**src/rtl/uart_pkg.sv**
```systemverilog
// uart_pkg: types and constants shared by the UART receive path.
//   uart_byte_t             one data byte
//   uart_rx_entry_t         buffered receive entry {perr, data}
//   UART_RX_FIFO_DEPTH_DEF  default receive buffer depth
package uart_pkg;

    typedef logic [7:0] uart_byte_t;

    typedef struct packed {
        logic       perr;
        uart_byte_t data;
    } uart_rx_entry_t;

    localparam int unsigned UART_RX_FIFO_DEPTH_DEF = 16;

endpackage

```
**src/rtl/uart_fifo_mem.sv**
```systemverilog
// uart_fifo_mem: DEPTH x WIDTH register array, one write port, combinational read.
// Contents clear to zero on asynchronous reset.
//   clk      in   clock
//   rst_n    in   asynchronous active-low reset
//   wr_en    in   write strobe
//   wr_addr  in   write address
//   wr_data  in   write data
//   rd_addr  in   read address
//   rd_data  out  storage[rd_addr], combinational
module uart_fifo_mem #(
    parameter int unsigned DEPTH = 16,
    parameter int unsigned WIDTH = 8,
    parameter int unsigned AW    = $clog2(DEPTH)
) (
    input  logic             clk,
    input  logic             rst_n,
    input  logic             wr_en,
    input  logic [AW-1:0]    wr_addr,
    input  logic [WIDTH-1:0] wr_data,
    input  logic [AW-1:0]    rd_addr,
    output logic [WIDTH-1:0] rd_data
);

    logic [WIDTH-1:0] mem_q [DEPTH];

    always_ff @(posedge clk or negedge rst_n) begin
        if (!rst_n) begin
            for (int i = 0; i < int'(DEPTH); i++) begin
                mem_q[i] <= '0;
            end
        end else if (wr_en) begin
            mem_q[wr_addr] <= wr_data;
        end
    end

    assign rd_data = mem_q[rd_addr];

endmodule

```
**src/rtl/uart_rx_fifo.sv**
```systemverilog
// uart_rx_fifo: receive byte buffer between the UART receiver and its consumer.
// Captures each received byte (plus parity-error flag) into a circular buffer and
// presents the head first-word-fall-through on a valid/ready interface.
// Build option: define UART_RX_FIFO_PERR_EN to store the parity-error flag with
// each byte (9-bit entries) and accept parity-error-only beats; otherwise entries
// are 8 bits, parity-error-only beats are ignored and m_perr is tied low.
//   clk          in   clock
//   rst_n        in   asynchronous active-low reset
//   rx_data      in   byte from receiver, valid with rx_valid or rx_perr
//   rx_valid     in   pulse: good byte on rx_data
//   rx_perr      in   pulse: parity error on rx_data byte
//   rx_rd_ready  out  buffer can accept one more byte (one-slot look-ahead)
//   m_data       out  head entry byte
//   m_perr       out  head entry parity-error flag
//   m_valid      out  buffer not empty
//   m_ready      in   consumer pops head when m_valid & m_ready
//   count        out  occupancy 0..DEPTH
//   overflow     out  sticky: a byte arrived while full
//   ovf_clr      in   synchronous clear of overflow
module uart_rx_fifo
    import uart_pkg::*;
#(
    parameter int unsigned DEPTH = UART_RX_FIFO_DEPTH_DEF,
    parameter int unsigned AW    = $clog2(DEPTH)
) (
    input  logic          clk,
    input  logic          rst_n,
    input  logic [7:0]    rx_data,
    input  logic          rx_valid,
    input  logic          rx_perr,
    output logic          rx_rd_ready,
    output logic [7:0]    m_data,
    output logic          m_perr,
    output logic          m_valid,
    input  logic          m_ready,
    output logic [AW:0]   count,
    output logic          overflow,
    input  logic          ovf_clr
);

`ifdef UART_RX_FIFO_PERR_EN
    localparam int unsigned EW = $bits(uart_rx_entry_t);
`else
    localparam int unsigned EW = $bits(uart_byte_t);
`endif

    localparam logic [AW:0]   DepthCnt  = (AW+1)'(DEPTH);
    localparam logic [AW+1:0] DepthWide = (AW+2)'(DEPTH);

    logic          beat;
    logic          full;
    logic          push;
    logic          pop;
    logic          drop;
    logic [AW+1:0] look_ahead;

    logic [AW-1:0] wr_ptr_q, wr_ptr_d;
    logic [AW-1:0] rd_ptr_q, rd_ptr_d;
    logic [AW:0]   count_q, count_d;
    logic          overflow_q, overflow_d;

    logic [EW-1:0] wr_entry;
    logic [EW-1:0] rd_entry;

    // Entry packing and the notion of an arriving byte depend on the build option.
`ifdef UART_RX_FIFO_PERR_EN
    uart_rx_entry_t in_entry;
    uart_rx_entry_t head_entry;

    assign beat = rx_valid | rx_perr;

    always_comb begin
        in_entry      = '0;
        in_entry.perr = rx_perr;
        in_entry.data = rx_data;
        wr_entry      = in_entry;
        head_entry    = rd_entry;
        m_data        = head_entry.data;
        m_perr        = head_entry.perr;
    end
`else
    logic unused_rx_perr;

    assign unused_rx_perr = rx_perr;
    assign beat           = rx_valid;

    always_comb begin
        wr_entry = rx_data;
        m_data   = rd_entry;
        m_perr   = 1'b0;
    end
`endif

    // Push is judged on the registered count: a same-cycle pop at full does not
    // make room for the byte arriving in that cycle.
    assign full    = (count_q == DepthCnt);
    assign push    = beat & ~full;
    assign drop    = beat & full;
    assign m_valid = (count_q != '0);
    assign pop     = m_valid & m_ready;

    // Reserve the slot for a byte landing this cycle; the receiver acts on ready
    // one cycle later and bytes are at least a frame apart.
    assign look_ahead  = {1'b0, count_q} + (AW+2)'(beat);
    assign rx_rd_ready = (look_ahead < DepthWide);

    always_comb begin
        wr_ptr_d   = wr_ptr_q;
        rd_ptr_d   = rd_ptr_q;
        count_d    = count_q;
        overflow_d = overflow_q;

        if (push) begin
            wr_ptr_d = wr_ptr_q + AW'(1);
        end
        if (pop) begin
            rd_ptr_d = rd_ptr_q + AW'(1);
        end

        unique case ({push, pop})
            2'b10:   count_d = count_q + (AW+1)'(1);
            2'b01:   count_d = count_q - (AW+1)'(1);
            default: count_d = count_q;
        endcase

        // Set dominates clear.
        if (drop) begin
            overflow_d = 1'b1;
        end else if (ovf_clr) begin
            overflow_d = 1'b0;
        end
    end

    always_ff @(posedge clk or negedge rst_n) begin
        if (!rst_n) begin
            wr_ptr_q   <= '0;
            rd_ptr_q   <= '0;
            count_q    <= '0;
            overflow_q <= 1'b0;
        end else begin
            wr_ptr_q   <= wr_ptr_d;
            rd_ptr_q   <= rd_ptr_d;
            count_q    <= count_d;
            overflow_q <= overflow_d;
        end
    end

    uart_fifo_mem #(
        .DEPTH (DEPTH),
        .WIDTH (EW),
        .AW    (AW)
    ) u_mem (
        .clk     (clk),
        .rst_n   (rst_n),
        .wr_en   (push),
        .wr_addr (wr_ptr_q),
        .wr_data (wr_entry),
        .rd_addr (rd_ptr_q),
        .rd_data (rd_entry)
    );

    assign count    = count_q;
    assign overflow = overflow_q;

    // Occupancy never exceeds capacity.
    a_count_bound: assert property (@(posedge clk) disable iff (!rst_n) count_q <= DepthCnt);

    // Pointer distance always agrees with the tracked occupancy.
    a_ptr_count: assert property (@(posedge clk) disable iff (!rst_n)
        (wr_ptr_q - rd_ptr_q) == count_q[AW-1:0]);

endmodule

```
**config.mk**
```make
export PLATFORM = sky130hd
export DESIGN_NAME = uart_rx_fifo
export DESIGN_NICKNAME = d
export VERILOG_FILES = /design/src/rtl/uart_pkg.sv /design/src/rtl/uart_fifo_mem.sv /design/src/rtl/uart_rx_fifo.sv
export SDC_FILE = /design/constraint.sdc
export NUM_CORES = 1
export LEC_CHECK = 0
export BUFFER_PORTS_ARGS = -buffer_cell sky130_fd_sc_hd__buf_2
export CORE_UTILIZATION = 45
export CTS_BUF_LIST = sky130_fd_sc_hd__clkbuf_8
export DETAILED_ROUTE_END_ITERATION = 16
export PLACE_DENSITY = 0.64
export SLEW_MARGIN = 30
export SYNTH_ARGS = -nofsm -noshare
export SYNTH_HDL_FRONTEND = slang
export SYNTH_SLANG_ARGS = --single-unit
```
**constraint.sdc**
```tcl
create_clock -name clk -period 3.1 [get_ports clk]
set_input_delay 0.155 -clock clk [delete_from_list [all_inputs] [get_ports clk]]
set_output_delay 0.155 -clock clk [all_outputs]
set_load 0.03 [all_outputs]
```
==> flow_summary.html <==
<table>
<tr><th>Metric</th><th>Value</th></tr>
<tr><th colspan="2">Finish</th></tr>
<tr><td>Final Util</td><td>0.5240</td></tr>
<tr><td>Fraction of final layout cells with drive strength greater than 1</td><td>0.4591</td></tr>
<tr><td>Diode insertion count for antenna repair</td><td>0</td></tr>
<tr><td>Area growth from synthesis to final layout</td><td>12.26%</td></tr>
<tr><td>Final net count</td><td>525</td></tr>
<tr><td>Non-Filler Instances</td><td>698</td></tr>
<tr><th colspan="2">STA</th></tr>
<tr><td>Final hold violations</td><td>0</td></tr>
<tr><td>Final Skew</td><td>10.11 ps</td></tr>
<tr><td>Final period util</td><td>0.9163</td></tr>
<tr><td>Slew at the pin with the worst max-slew slack</td><td>746.5 ps</td></tr>
<tr><td>Relative max-transition margin</td><td>0.5013</td></tr>
<tr><td>Number of pins exceeding their max-slew limit in the final report</td><td>0</td></tr>
<tr><td>Achievable frequency</td><td>352.0 MHz</td></tr>
<tr><td>Final-layout setup total negative slack</td><td>0 ps</td></tr>
<tr><td>Setup repair after global routing missed its margin</td><td>false</td></tr>
<tr><td>Final setup vio count</td><td>0</td></tr>
<tr><td>Crit path time final</td><td>2841 ps</td></tr>
<tr><td>Worst hold slack</td><td>131.7 ps</td></tr>
<tr><th colspan="2">Routing</th></tr>
<tr><td>Antenna Nets Post-Route</td><td>0</td></tr>
<tr><td>DRC violation count after routing</td><td>0</td></tr>
<tr><td>Post-detailed-route via-to-cell ratio</td><td>5.658</td></tr>
<tr><td>First drt pass iteration count</td><td>5</td></tr>
<tr><td>First DRT Iteration DRCs</td><td>240</td></tr>
<tr><td>Routed WL</td><td>14340 um</td></tr>
<tr><td>Post-detailed-route wirelength per cell</td><td>20.54 um</td></tr>
<tr><td>Overall via count from detail_route</td><td>3949</td></tr>
<tr><th colspan="2">Clock network</th></tr>
<tr><td>Clock Tree Buf Depth</td><td>2</td></tr>
<tr><td>Worst-skew pair later-pin latency</td><td>440 ps</td></tr>
<tr><td>CTS tree</td><td>done</td></tr>
<tr><td>Root buffer selected by CTS</td><td>sky130_fd_sc_hd__clkbuf_8</td></tr>
<tr><td>Number of gates resized after cts</td><td>0</td></tr>
<tr><td>CTS clk-pin slew, worst paths</td><td>80 ps</td></tr>
<tr><td>Buffers inserted during post-CTS setup optimization</td><td>0</td></tr>
<tr><td>H-tree lvl count</td><td>4</td></tr>
<tr><td>Clock buffer count from CTS</td><td>17</td></tr>
<tr><td>Total of hold buffers inserted after clock tree synthesis</td><td>3</td></tr>
<tr><td>Number of sinks driven by the clock tree</td><td>142</td></tr>
<tr><th colspan="2">Worst setup path</th></tr>
<tr><td>Slack of the worst reg-to-reg path</td><td>260 ps</td></tr>
<tr><td>Launching point of the worst reg2reg path</td><td>count[2]</td></tr>
<tr><td>Depth of the worst register-to-register path</td><td>12</td></tr>
<tr><td>Classification of the worst setup path</td><td>register to register</td></tr>
<tr><td>Critical Path Sink Type</td><td>register</td></tr>
<tr><td>Startpoint type of the worst setup path</td><td>register</td></tr>
<tr><td>CP Data Required Time</td><td>3430 ps</td></tr>
<tr><td>R2R Path End</td><td>count[4]</td></tr>
<tr><td>Critical-path maximum fanout</td><td>5</td></tr>
<tr><td>Worst EP arrival</td><td>3170 ps</td></tr>
<tr><th colspan="2">Floorplanning</th></tr>
<tr><td>Die extent in y</td><td>125.7 um</td></tr>
<tr><td>Top-level I/O count</td><td>31</td></tr>
<tr><td>Area of the die</td><td>15800 um2</td></tr>
<tr><td>Cell Rows</td><td>44</td></tr>
<tr><td>Width of the chip</td><td>125.7 um</td></tr>
<tr><td>Floorplan Core Area</td><td>14750 um2</td></tr>
<tr><td>Initial Util</td><td>0.4668</td></tr>
<tr><th colspan="2">Min path</th></tr>
<tr><td>Cell depth of the worst hold path</td><td>3</td></tr>
<tr><td>HP Class</td><td>primary input to register</td></tr>
<tr><td>Hold path start</td><td>m_ready</td></tr>
<tr><td>Worst min-delay path endpoint</td><td>rd_ptr_q[0]</td></tr>
<tr><th colspan="2">Flow run</th></tr>
<tr><td>Number of max-cap violations</td><td>0</td></tr>
<tr><th colspan="2">Power and ir drop</th></tr>
<tr><td>Internal</td><td>5.792 mW</td></tr>
<tr><td>Part of the total power dissipated in the clock network</td><td>0.210</td></tr>
<tr><td>Part of the total power dissipated in combinational logic</td><td>0.415</td></tr>
<tr><td>Switching power summed over all nets</td><td>3.243 mW</td></tr>
<tr><td>Power per cell area</td><td>1169 nW/um2</td></tr>
<tr><td>Share of total power consumed by net switching</td><td>0.3589</td></tr>
<tr><td>Flop pwr share</td><td>0.375</td></tr>
<tr><td>Cell leakage power</td><td>3.439 nW</td></tr>
<tr><td>Peak supply drop</td><td>0.0006486 V</td></tr>
<tr><th colspan="2">Synth</th></tr>
<tr><td>Synth warnings</td><td>0</td></tr>
<tr><td>Async set-reset flop share out of synthesis</td><td>1.000</td></tr>
<tr><td>Post-Syn Instances</td><td>475</td></tr>
<tr><td>Yosys top cell area share</td><td>0.5160</td></tr>
<tr><td>Top FF cell, synth</td><td>sky130_fd_sc_hd__dfrtp_1</td></tr>
<tr><td>Number of synthesized flops with an enable pin</td><td>0</td></tr>
<tr><td>Leading cell type by number of instances after synthesis</td><td>sky130_fd_sc_hd__dfrtp_1</td></tr>
<tr><td>Synth Area per Inst</td><td>14.50 um2</td></tr>
<tr><td>Flop and latch count out of synthesis</td><td>142</td></tr>
<tr><td>Biggest area contributors in the synthesized netlist</td><td>sky130_fd_sc_hd__dfrtp_1 52%, sky130_fd_sc_hd__mux2_2 21%, sky130_fd_sc_hd__mux4_2 5.2%</td></tr>
<tr><td>Net Count, Synth</td><td>499</td></tr>
<tr><td>Number of different library cells in the post-synthesis netlist</td><td>37</td></tr>
<tr><td>Leading cell types by count after synthesis</td><td>142 x sky130_fd_sc_hd__dfrtp_1, 130 x sky130_fd_sc_hd__mux2_2, 25 x sky130_fd_sc_hd__mux2i_1, 21 x sky130_fd_sc_hd__o21ai_0, 17 x sky130_fd_sc_hd__clkbuf_1</td></tr>
<tr><td>Sequential fraction of the synthesis area</td><td>0.5160</td></tr>
<tr><td>Post-synthesis instance area</td><td>6887 um2</td></tr>
<tr><td>Cell accounting for the most synthesized area</td><td>sky130_fd_sc_hd__dfrtp_1</td></tr>
<tr><th colspan="2">Global route</th></tr>
<tr><td>Total GRT Usage</td><td>0.1994</td></tr>
<tr><td>Wire length of the first global-routing pass</td><td>23560 um</td></tr>
<tr><td>Vias in the first global route</td><td>4220</td></tr>
<tr><td>Grt total ovfl</td><td>0</td></tr>
<tr><td>Number of antenna violations at the first check in global routing</td><td>0</td></tr>
<tr><td>Maximum number of pins on one net before global-route repair</td><td>79</td></tr>
<tr><th colspan="2">Placement</th></tr>
<tr><td>Cell Count Post-Placement</td><td>663</td></tr>
<tr><td>Detail Placement HPWL</td><td>9330 um</td></tr>
<tr><td>RePlAce Congestion</td><td>0.7713</td></tr>
<tr><td>Count of input and output buffers</td><td>28</td></tr>
<tr><th colspan="2">Outcome</th></tr>
<tr><td>Run status</td><td>finished, final reports clean</td></tr>
</table>
## power groups by stage
stage	Sequential (mW)	Clock [mW]	Combinational (mW)
finish	3.39	1.89	3.75
floorplan	3.21	0	2.99
CTS	3.38	1.92	3.79
global placement	3.34	0	3.68
global route	3.52	2.00	4.05
detailed placement	3.42	0	3.77
## registers in the layout (all words and copies together), names as in the netlist
signal and cells:
u_mem.mem_q 128, wr_ptr_q 4, overflow 1, rd_ptr_q 4, count 5
## routing by layer
layer  vias up  wire [um]  global-route usage
met3        16        394             0.03738
met2        70       6875              0.3144
met5         -          0                   0
met1      2064       6857              0.2757
li1       1799          -                   -
met4         0        210             0.07389
## per-stage QoR
| step | worst slack [ps] | power [mW] | area [um2] |
|---|---|---|---|
| 6_report | 259.5 | 9.035 | 7731 |
| 5_1_grt | 28.59 | 9.577 | 7731 |
| 4_1_cts | 248.3 | 9.094 | 7731 |
| 3_5_place_dp | 255.4 | 7.184 | 7178 |
| 3_3_place_gp | 318.3 | 7.021 | 7178 |
| 2_1_floorplan | 41.59 | 6.204 | 6892 |
## cells in the final DEF (no fill, tap or decap), drive strengths merged
| master | count |
|---|---|
| nand2b | 1 |
| a21o | 1 |
| inv | 9 |
| mux2 | 137 |
| and3 | 1 |
| a221oi | 8 |
| o21ai | 21 |
| clkinvlp | 2 |
| dlygate4sd3 | 3 |
| clkinv | 1 |
| xor2 | 3 |
| nand2 | 14 |
| a21oi | 10 |
| buf | 35 |
| nand3 | 15 |
| nor2 | 1 |
| or3b | 1 |
| nor4 | 1 |
| conb | 1 |
| nor2b | 4 |
| mux2i | 25 |
| a22oi | 8 |
| fa | 1 |
| dfrtp | 142 |
| a21boi | 1 |
| bufinv | 7 |
| mux4 | 16 |
| ha | 9 |
| nand4 | 5 |
| a31oi | 1 |
| clkbuf | 21 |
| xnor2 | 7 |
| and2 | 2 |
## critical path, cell delays in order (launching register included)
cell and delay, ps:
sky130_fd_sc_hd__dfrtp_2 450, sky130_fd_sc_hd__nor4_4 330, sky130_fd_sc_hd__buf_4 180, sky130_fd_sc_hd__a21boi_4 50
sky130_fd_sc_hd__inv_1 60, sky130_fd_sc_hd__ha_1 240, sky130_fd_sc_hd__inv_1 110, sky130_fd_sc_hd__fa_1 410
sky130_fd_sc_hd__nor2b_1 120, sky130_fd_sc_hd__o21ai_0 100, sky130_fd_sc_hd__nand3_1 90, sky130_fd_sc_hd__or3b_2 450
sky130_fd_sc_hd__xnor2_1 140
## cell families after synthesis
kind of cell | after synthesis | share of synthesized area
buffers and inverters | 39 | 0.02889
xor gates and xnor gates | 10 | 0.01272
AOI/OAI and AO/OA | 50 | 0.04615
other | 1 | 0.0005445
and+or+nand+nor | 45 | 0.06323
muxes | 178 | 0.3132
adders and majority gates | 10 | 0.01926
DFF | 142 | 0.5160
## worst max-delay path by stage
stage | end | cells after the start | start | slack [ps]
finish | count[4] | 12 | count[2] | 260
global route | count[4] | 12 | count[2] | 30
CTS | count[4] | 12 | count[2] | 250
detailed placement | count[4] | 12 | count[2] | 260
global placement | count[4] | 10 | count[2] | 320
floorplan | count[4] | 11 | count[2] | 40
## final cells by class
cell class,instances,area (um2)
Fill cell,1230,7023
Sequential cell,142,3557
Multi-Input combinational cell,294,3137
Tap cell,184,230.2
Clock buffer,21,289.0
Inverter,8,30.03
Clock inverter,11,234.0
Timing Repair Buffer,38,254.0
No activity file was read; power rests on OpenSTA's default activity.
